$ cat config.mk
export PLATFORM = sky130hd
export DESIGN_NAME = ov7670_pixel_pack
export DESIGN_NICKNAME = d
export VERILOG_FILES = /design/src/rtl/ov7670_pkg.sv /design/src/rtl/ov7670_byte_pair.sv /design/src/rtl/ov7670_pixel_pack.sv
export SDC_FILE = /design/constraint.sdc
export NUM_CORES = 1
export LEC_CHECK = 0
export CAP_MARGIN = 20
export CELL_PAD_IN_SITES_DETAIL_PLACEMENT = 1
export CELL_PAD_IN_SITES_GLOBAL_PLACEMENT = 1
export CORE_MARGIN = 5
export CORE_UTILIZATION = 32
export CTS_BUF_LIST = sky130_fd_sc_hd__clkbuf_16
export DETAILED_ROUTE_END_ITERATION = 8
export GPL_ROUTABILITY_DRIVEN = 0
export PLACE_DENSITY = 0.63
export SLEW_MARGIN = 20
export SYNTH_ARGS = -nofsm -noshare
export SYNTH_HDL_FRONTEND = slang
export SYNTH_SLANG_ARGS = --single-unit
$ cat constraint.sdc
create_clock -name PCLK -period 2.35 [get_ports PCLK]
set_clock_uncertainty 0.1 [all_clocks]
set_input_delay 0.47 -clock PCLK [delete_from_list [all_inputs] [get_ports PCLK]]
set_output_delay 0.47 -clock PCLK [all_outputs]
set_load 0.1 [all_outputs]
$ cat src/rtl/ov7670_pkg.sv
// Shared constants and state encoding for the OV7670 pixel packing path.
package ov7670_pkg;

    localparam int unsigned H_ACTIVE_DEF = 640;
    localparam int unsigned V_ACTIVE_DEF = 480;
    localparam int unsigned PIX_W        = 16;

    typedef enum logic [1:0] {
        IDLE    = 2'd0,
        SYNC    = 2'd1,
        CAPTURE = 2'd2
    } state_e;

endpackage

$ cat src/rtl/ov7670_byte_pair.sv
// Pairs consecutive capture bytes into one RGB565 pixel; the phase bit marks a
// half-assembled pixel so the caller can judge line completeness.
module ov7670_byte_pair
    import ov7670_pkg::*;
#(
    parameter bit BYTE_SWAP = 1'b0
) (
    input  logic             clk_i,
    input  logic             rst_i,
    input  logic             clr_i,
    input  logic             byte_valid_i,
    input  logic [7:0]       byte_i,
    output logic             phase_o,
    output logic             pixel_valid_o,
    output logic [PIX_W-1:0] pixel_o
);

    logic       phase_q, phase_d;
    logic [7:0] stored_q, stored_d;

    // Next phase and stored byte; clear drops any half pixel
    always_comb begin
        phase_d  = phase_q;
        stored_d = stored_q;
        if (clr_i) begin
            phase_d  = 1'b0;
            stored_d = 8'd0;
        end else if (byte_valid_i) begin
            phase_d = ~phase_q;
            if (!phase_q) begin
                stored_d = byte_i;
            end else begin
                stored_d = stored_q;
            end
        end else begin
            phase_d  = phase_q;
            stored_d = stored_q;
        end
    end

    // Phase and stored-byte registers
    always_ff @(posedge clk_i) begin
        if (rst_i) begin
            phase_q  <= 1'b0;
            stored_q <= 8'd0;
        end else begin
            phase_q  <= phase_d;
            stored_q <= stored_d;
        end
    end

    // Pixel assembly from the stored byte and the current one
    always_comb begin
        pixel_valid_o = byte_valid_i & phase_q & ~clr_i;
        phase_o       = phase_q;
        if (BYTE_SWAP) begin
            pixel_o = {byte_i, stored_q};
        end else begin
            pixel_o = {stored_q, byte_i};
        end
    end

endmodule

$ cat src/rtl/ov7670_pixel_pack.sv
// Packs capture bytes into RGB565 pixels, generates linear frame-buffer
// addresses with an accumulator, and flags malformed lines and frames.
module ov7670_pixel_pack
    import ov7670_pkg::*;
#(
    parameter int unsigned H_ACTIVE  = H_ACTIVE_DEF,
    parameter int unsigned V_ACTIVE  = V_ACTIVE_DEF,
    parameter int unsigned ADDR_W    = 19,
    parameter bit          BYTE_SWAP = 1'b0
) (
    input  logic              PCLK,
    input  logic              RESET,
    input  logic [7:0]        din,
    input  logic              din_valid,
    input  logic              frame_done,
    input  logic              enable,
    output logic              wr_en,
    output logic [ADDR_W-1:0] wr_addr,
    output logic [PIX_W-1:0]  wr_data,
    output logic              frame_ready,
    output logic              line_err,
    output logic              frame_err
);

    localparam int unsigned XW = $clog2(H_ACTIVE + 1);
    localparam int unsigned YW = $clog2(V_ACTIVE + 1);
    localparam logic [XW-1:0]     X_MAX  = XW'(H_ACTIVE);
    localparam logic [YW-1:0]     Y_MAX  = YW'(V_ACTIVE);
    localparam logic [ADDR_W-1:0] H_STEP = ADDR_W'(H_ACTIVE);

    state_e              state_q, state_d;
    logic [XW-1:0]       x_q, x_d;
    logic [YW-1:0]       y_q, y_d;
    logic [ADDR_W-1:0]   base_q, base_d;
    logic                fd_prev_q, dv_prev_q;
    logic                wr_en_q, wr_en_d;
    logic [ADDR_W-1:0]   wr_addr_q, wr_addr_d;
    logic [PIX_W-1:0]    wr_data_q, wr_data_d;
    logic                frame_ready_q, frame_ready_d;
    logic                line_err_q, line_err_d;
    logic                frame_err_q, frame_err_d;

    logic                in_cap_s, fd_rise_s, accept_s, frame_end_s;
    logic                close_line_s, pair_clr_s;
    logic                phase_s, pix_valid_s;
    logic [PIX_W-1:0]    pixel_s;

    // Event decode; a byte coinciding with a frame end is dropped
    always_comb begin
        in_cap_s     = (state_q == CAPTURE);
        fd_rise_s    = frame_done & ~fd_prev_q;
        accept_s     = in_cap_s & din_valid & ~fd_rise_s;
        frame_end_s  = in_cap_s & fd_rise_s;
        close_line_s = in_cap_s & dv_prev_q & (~din_valid | fd_rise_s);
        pair_clr_s   = ~in_cap_s | close_line_s | frame_end_s;
    end

    ov7670_byte_pair #(
        .BYTE_SWAP(BYTE_SWAP)
    ) u_pair (
        .clk_i        (PCLK),
        .rst_i        (RESET),
        .clr_i        (pair_clr_s),
        .byte_valid_i (accept_s),
        .byte_i       (din),
        .phase_o      (phase_s),
        .pixel_valid_o(pix_valid_s),
        .pixel_o      (pixel_s)
    );

    // Next-state logic for FSM, counters, address accumulator and outputs
    always_comb begin
        state_d       = state_q;
        x_d           = x_q;
        y_d           = y_q;
        base_d        = base_q;
        wr_en_d       = 1'b0;
        wr_addr_d     = wr_addr_q;
        wr_data_d     = wr_data_q;
        frame_ready_d = 1'b0;
        line_err_d    = line_err_q;
        frame_err_d   = frame_err_q;
        case (state_q)
            IDLE: begin
                x_d    = '0;
                y_d    = '0;
                base_d = '0;
                if (enable) begin
                    state_d     = SYNC;
                    line_err_d  = 1'b0;
                    frame_err_d = 1'b0;
                end else begin
                    state_d = IDLE;
                end
            end
            SYNC: begin
                x_d    = '0;
                y_d    = '0;
                base_d = '0;
                if (!enable) begin
                    state_d = IDLE;
                end else if (fd_rise_s) begin
                    state_d = CAPTURE;
                end else begin
                    state_d = SYNC;
                end
            end
            CAPTURE: begin
                // Any byte on a line past the last one marks the frame bad
                frame_err_d = frame_err_q | (accept_s & (y_q >= Y_MAX));
                if (pix_valid_s) begin
                    if ((x_q < X_MAX) && (y_q < Y_MAX)) begin
                        wr_en_d   = 1'b1;
                        wr_addr_d = base_q + ADDR_W'(x_q);
                        wr_data_d = pixel_s;
                    end else begin
                        wr_en_d = 1'b0;
                    end
                    if (x_q < X_MAX) begin
                        x_d = x_q + XW'(1'b1);
                    end else begin
                        x_d        = x_q;
                        line_err_d = 1'b1;
                    end
                end else begin
                    x_d = x_q;
                end
                if (close_line_s) begin
                    line_err_d = line_err_d | (x_q != X_MAX) | phase_s;
                    x_d        = '0;
                    if (y_q < Y_MAX) begin
                        y_d    = y_q + YW'(1'b1);
                        base_d = base_q + H_STEP;
                    end else begin
                        y_d    = y_q;
                        base_d = base_q;
                    end
                end else begin
                    y_d    = y_q;
                    base_d = base_q;
                end
                if (frame_end_s) begin
                    frame_err_d   = frame_err_d | (y_d != Y_MAX);
                    frame_ready_d = 1'b1;
                    x_d           = '0;
                    y_d           = '0;
                    base_d        = '0;
                    state_d       = enable ? CAPTURE : IDLE;
                end else begin
                    state_d = CAPTURE;
                end
            end
            default: begin
                state_d = IDLE;
                x_d     = '0;
                y_d     = '0;
                base_d  = '0;
            end
        endcase
    end

    // State, counters and registered outputs
    always_ff @(posedge PCLK) begin
        if (RESET) begin
            state_q       <= IDLE;
            x_q           <= '0;
            y_q           <= '0;
            base_q        <= '0;
            fd_prev_q     <= 1'b0;
            dv_prev_q     <= 1'b0;
            wr_en_q       <= 1'b0;
            wr_addr_q     <= '0;
            wr_data_q     <= '0;
            frame_ready_q <= 1'b0;
            line_err_q    <= 1'b0;
            frame_err_q   <= 1'b0;
        end else begin
            state_q       <= state_d;
            x_q           <= x_d;
            y_q           <= y_d;
            base_q        <= base_d;
            fd_prev_q     <= frame_done;
            dv_prev_q     <= accept_s;
            wr_en_q       <= wr_en_d;
            wr_addr_q     <= wr_addr_d;
            wr_data_q     <= wr_data_d;
            frame_ready_q <= frame_ready_d;
            line_err_q    <= line_err_d;
            frame_err_q   <= frame_err_d;
        end
    end

    assign wr_en       = wr_en_q;
    assign wr_addr     = wr_addr_q;
    assign wr_data     = wr_data_q;
    assign frame_ready = frame_ready_q;
    assign line_err    = line_err_q;
    assign frame_err   = frame_err_q;

endmodule

Word-level counts from Yosys, hierarchy flattened:

Index checks and enable logic that the tools add are counted.

* flip-flop bits (word level): 90
* latch bits: 0
* RAM bits: 0
* memory bits (read-only): 0
* input port bits: 13
* output and inout port bits: 39
* word-level logic and storage cells: 81
* memories: 0

* $add $sub $neg: 4
* multipliers: 0
* divide/modulo/power cells: 0
* $lt $le $gt $ge: 3
* eq/ne operators: 5
* shift-type cells: 0
* mux-type cells: 19
* bitwise operators: 23
* reduce and logical (&&, ||, !) cells: 13

Operators with widths (count)
* 9-bit 2-to-1 mux: 3
* 19-bit by 10-bit adder with 19-bit output: 1
* 19-bit by 10-bit adder with 19-bit output (second input constant): 1
* 10-bit by 1-bit adder with 10-bit output (second input constant): 1
* 10-bit less-than comparator (second input constant): 1
* 10-bit inequality test (second input constant): 1
* 9-bit by 1-bit adder with 9-bit output (second input constant): 1
* 1-bit AND: 9
* 9-bit greater-or-equal comparator (second input constant): 1
* 9-bit less-than comparator (second input constant): 1
* 1-bit 2-to-1 mux: 9
* 9-bit inequality test (second input constant): 1
* 2-bit 2-to-1 mux: 4
* 2-bit AND reduction: 4
* 1-bit NOT: 7
* 1-bit bitwise OR: 7
* 2-bit case mux with 3 select lines: 1
* 3-bit OR reduction: 2
* 1-bit case mux with 2 select lines: 2
* 2-bit OR reduction: 2
* 4-bit OR reduction: 1
* 3-bit AND reduction: 1
* 2-bit by 1-bit == test with 1-bit output (second input constant): 1
* 2-bit == test (second input constant): 1
* other kinds (4): 4

Depth between registers and ports, before layout:

Gate-level depths: netlist of run 1.

* word-level depth: 14
* mapped depth: 8
* mapped depth without buffers: 8

Cells and area by module:

Synthesis of run 1 repeated with hierarchy kept, for this count alone.

* cells, all modules: 458
* area total of the unflattened synthesis: 3806.2 µm²

By module, submodules not included
* ov7670_pixel_pack: instances 1, cells each 407, area each 3399.5 µm², sequential area each 1481.4 µm²
* ov7670_byte_pair: instances 1, cells each 51, area each 406.6 µm², sequential area each 180.2 µm²

Worst setup path after synthesis of run 1:

OpenSTA, ideal clock, no wires.

* path kind: register to register
* from: register x_q[7]
* to: register wr_addr_q[15] (netlist: wr_addr[15])
* library setup time: 0.086 ns
* arrival: 1.773 ns
* data required time: 2.164 ns
* setup slack: 0.392 ns
* cell stages (with the launch flop): 9
* cells stage by stage: dfxtp_1 -> ha_1 -> inv_1 -> fa_1 -> nor2b_1 -> o21ai_0 -> nand2b_1 -> xor2_1 -> a211oi_1

* longest elaborated chain between the ends: 3
* elaborated cells on any way between the ends: 4
* those cells by class: 1 x add/sub; 1 x order compare; 2 x reduce/logical

RTL lines
* start, declared: line ov7670_pixel_pack.sv:32 `logic [XW-1:0] x_q, x_d;`
* start signal, assigned: line ov7670_pixel_pack.sv:166 `x_q <= '0;`
* start signal, assigned: line ov7670_pixel_pack.sv:179 `x_q <= x_d;`
* 10-bit less-than comparator: line ov7670_pixel_pack.sv:112 `if ((x_q < X_MAX) && (y_q < Y_MAX)) begin`
* 1-bit logical AND: line ov7670_pixel_pack.sv:112
* 3-bit AND reduction (no source line)
* end signal, assigned: line ov7670_pixel_pack.sv:185 `wr_addr_q <= wr_addr_d;`
* end, declared: line ov7670_pixel_pack.sv:37 `logic [ADDR_W-1:0] wr_addr_q, wr_addr_d;`

Parallel ways exist; a longest one is shown, timed or not.
A chain may end at the register's enable or synchronous reset.

Worst setup path after layout of run 1:

* from: input frame_done
* to: register y_q[6]

* longest elaborated chain between the ends: 5
* elaborated cells on any way between the ends: 7
* those cells by class: 2 x mux; 4 x bitwise; 1 x reduce/logical

RTL lines
* start, declared: line ov7670_pixel_pack.sv:15 `input logic frame_done,`
* 1-bit AND (*): line ov7670_pixel_pack.sv:51 `fd_rise_s = frame_done & ~fd_prev_q;`
* 1-bit bitwise OR: line ov7670_pixel_pack.sv:54 `close_line_s = in_cap_s & dv_prev_q & (~din_valid | fd_rise_s);`
* 1-bit AND: line ov7670_pixel_pack.sv:54
* 9-bit 2-to-1 mux: line ov7670_pixel_pack.sv:128 `if (close_line_s) begin`
* 9-bit 2-to-1 mux: line ov7670_pixel_pack.sv:83 `case (state_q)`
* end signal, assigned: line ov7670_pixel_pack.sv:180 `y_q <= y_d;`
* end, declared: line ov7670_pixel_pack.sv:33 `logic [YW-1:0] y_q, y_d;`

Every way passes the cells marked *; elsewhere a longest branch is shown, timed or not. The select of a mux whose other input is x is not followed.

==> results.toml, run 1 <==
[outcome]
status = "finished, final reports clean"

[sta]
min_period_ps = 2150
finalCritPeriodShare = 0.913
hold_violations = 0
tns_ps = 0
setup_ws_ps = 205
slew_viol_final = 0
grt_setup_unrepaired = "no"
tightest_slew_ps = 493
slew_headroom = 0.672
setup_viol = 0
worst_hold_slack_ps = 354
max_freq_ghz = 0.466

[yosys]
synth_common_cells = "83 x dfxtp_1, 72 x nand2_1, 59 x nor2_1"
synth.yosys.warnings = 0
postSynthAreaPerCell_um2 = 8.47
synthesis.nets = 464
synth_top_area_share = 0.444
synth_top_family_by_area = "simple AND/OR/NAND/NOR gates"
yosys_most_used_dff = "dfxtp_1"
ys_async_sr_fraction = 0
ys_seq_elements = 83
syn_inst = 442
synthMuxAreaShare = 0.0267
yosys.area.top_type = "dfxtp_1"
synth-simple-area-share = 0.243
yosys.area_share.xor_xnor = 0.0702
synth_fa_ha_area_frac = 0.0321
yosysSeqAreaShare = 0.444
synth_area_leaders = "dfxtp_1 44%, nand2_1 7.2%, nor2_1 5.9%"
netlist-cell-type-count = 52
synth-compound-area-share = 0.138
synth-edff-count = 0
synth_area_mm2 = 0.00374
yosysMostFrequentCell = "dfxtp_1"

[placed_design]
hpwl_um = 7150
place_ws_ps = -153
place_inst = 638
portBuffers = 51

[critical_path]
path_max_fanout = 10
cpMostUsedCell = "buf_4"
crit_path_start_kind = "primary input"
slowest_delay_ps = 500
slowest_stage = "clkdlybuf4s50_1"
worstPathArrival_ps = 2270
critical_path_class = "in2reg"
end_kind = "flip-flop"
critical_path_required_ps = 2480
crit_chain = "clkdlybuf4s50_1 > nand2b_2 > buf_4 > a21o_1 > buf_4 > nor3_1 > nand3_1 > nor3b_1"

[route]
wl_per_cell_um = 15.0
drtIter0Drc = 103
vias = 3206
drt_first_pass_iters = 4
via_per_inst = 4.91
drc_errors = 0
drt-total-wl_um = 9770
ant_nets = 0

[power_and_ir_drop]
comb_power_share = 0.022
seqPwrFrac = 0.461
power_switching_mw = 0.598
p_sw_frac = 0.195
p_int_mw = 2.47
p_leak_nw = 1.65
powerDensity_mw_per_mm2 = 640
vdd_drop_max_uv = 497
pwr-share-clk = 0.517

[run]
cap_violations = 0

[floorplan]
die-area_mm2 = 0.0140
dieHeight_um = 118
fp.dieW_um = 118
core_area_mm2 = 0.0114
rows = 39
io_pins = 52
start_util = 0.328

[finish]
syn2layout_area_growth_pct = 28.0
drive_gt1_frac = 0.178
nets = 528
num_antenna_cells = 0
utilization = 0.419
stdcell_count = 653

[cts]
tritoncts = "done"
htree_levels = 3
clockBufferDepth = 2
cts_made_buffers = 9
cts.sinks = 83
cts_setup_buffers = 0
clk_latency_ps = 340
cts-root-buf = "clkbuf_16"
clk_pin_slew_worst_paths_ps = 60

[global_route]
grt_pass1_vias = 3295
grt_start_max_net_pins = 28
grtUsageTotal = 0.145
grt_pass1_wl_um = 16700
overflow = 0
antenna_found_initial = 0

[min_path]
hp-class = "reg2reg"
-- worst max-delay path, delay by kind of cell --
kind,cells,cell delay (ps)
AO/OA/AOI/OAI,1,270
buffers and inverters,3,870
AND/OR/NAND/NOR,4,650
-- area by class of cell --
type / instances / area, µm²
multi-input cells: 322 / 1920
repair buffers: 77 / 646
well taps: 143 / 179
fillers: 1352 / 6630
clock inverters: 6 / 106
clock buffers: 9 / 225
flip-flops and latches: 83 / 1660
inverters: 13 / 48.8
-- metrics by stage --
stage / area, µm² / total power [mW]
after global placement: 4450 / 1.51
final: 4790 / 3.06
after detailed placement: 4450 / 1.51
after floorplan: 3740 / 1.47
after CTS: 4780 / 3.12
after global routing: 4790 / 3.19
-- worst paths after layout --
check | from | endpoint | slack [ps] | cells past startpoint
setup / recovery | frame_done | y_q[6]$_SDFF_PP0_ | 200 | 8
hold / removal | u_pair.stored_q[4]$_SDFFE_PP0P_ | wr_data[12]$_SDFFE_PP0P_ | 350 | 2
setup reg to reg | base_q[7]$_SDFFE_PP0P_ | wr_addr[15]$_SDFFE_PP0P_ | 230 | 8
hold reg to reg | u_pair.stored_q[4]$_SDFFE_PP0P_ | wr_data[12]$_SDFFE_PP0P_ | 350 | 2
-- cell usage in the layout, fill, tap and decap left out, types with 2 or more instances in the layout --
master and count:
a211o_1 2, a211oi_1 12, a21o_1 2, a21oi_1 40
and3_1 4, buf_12 3, buf_4 62, bufinv_16 3
clkbuf_16 9, clkdlybuf4s50_1 12, dfxtp_1 83, ha_1 8
inv_1 14, mux2i_1 10, nand2_1 72, nand2b_1 5
nand3_1 12, nand4_1 6, nor2_1 59, nor2b_1 4
nor3_1 7, nor3b_1 3, nor4_1 2, nor4b_2 2
o2111ai_1 4, o21a_1 2, o21ai_0 9, or3_1 4
xnor2_1 18, xor2_1 12
-- power by group through the flow --
stage / combinational (mW) / clock [mW] / sequential [mW]
final: 0.0674 / 1.59 / 1.41
after CTS: 0.0682 / 1.64 / 1.41
after global routing: 0.0741 / 1.70 / 1.41
after floorplan: 0.0285 / 0 / 1.44
after detailed placement: 0.0679 / 0 / 1.44
after global placement: 0.0676 / 0 / 1.44
-- repair_timing --
action / in CTS / in global routing
gates resized for setup: 0 / 2
setup endpoints to repair: 0 / 2
hold buffers: 0 / 0
-- flip-flops by register name, summed over array words and instances, names as in the netlist --
name,cells
base_q,12
dv_prev_q,1
fd_prev_q,1
frame_err,1
frame_ready,1
line_err,1
state_q,2
u_pair.phase_o,1
u_pair.stored_q,8
wr_addr,19
wr_data,16
wr_en,1
x_q,10
y_q,9
-- cell families (layout without fill, tap and decap cells) --
logic type,Yosys count,count (layout)
xor+xnor,30,30
flops,83,83
compound gates,80,80
fa+ha+maj,9,9
simple gates,193,193
buf+inv,37,105
mux,10,10
-- per-layer routing --
metal	wire length [µm]	share of wire	global-route usage
met1	4510	0.46	0.178
met2	4750	0.49	0.239
met3	404	0.041	0.0506
met4	118	0.012	0.0409
met5	0	0	0
(Power assumes the default switching activity.)
==> run 2, diff against run 1 <==
--- a/config.mk
+++ b/config.mk
@@ -5,7 +5,6 @@
 export SDC_FILE = /design/constraint.sdc
 export NUM_CORES = 1
 export LEC_CHECK = 0
-export CAP_MARGIN = 20
 export CELL_PAD_IN_SITES_DETAIL_PLACEMENT = 1
 export CELL_PAD_IN_SITES_GLOBAL_PLACEMENT = 1
 export CORE_MARGIN = 5
==> results of run 2 <==
Same layout as run 1: the final DEF is identical, and so are final timing and power.
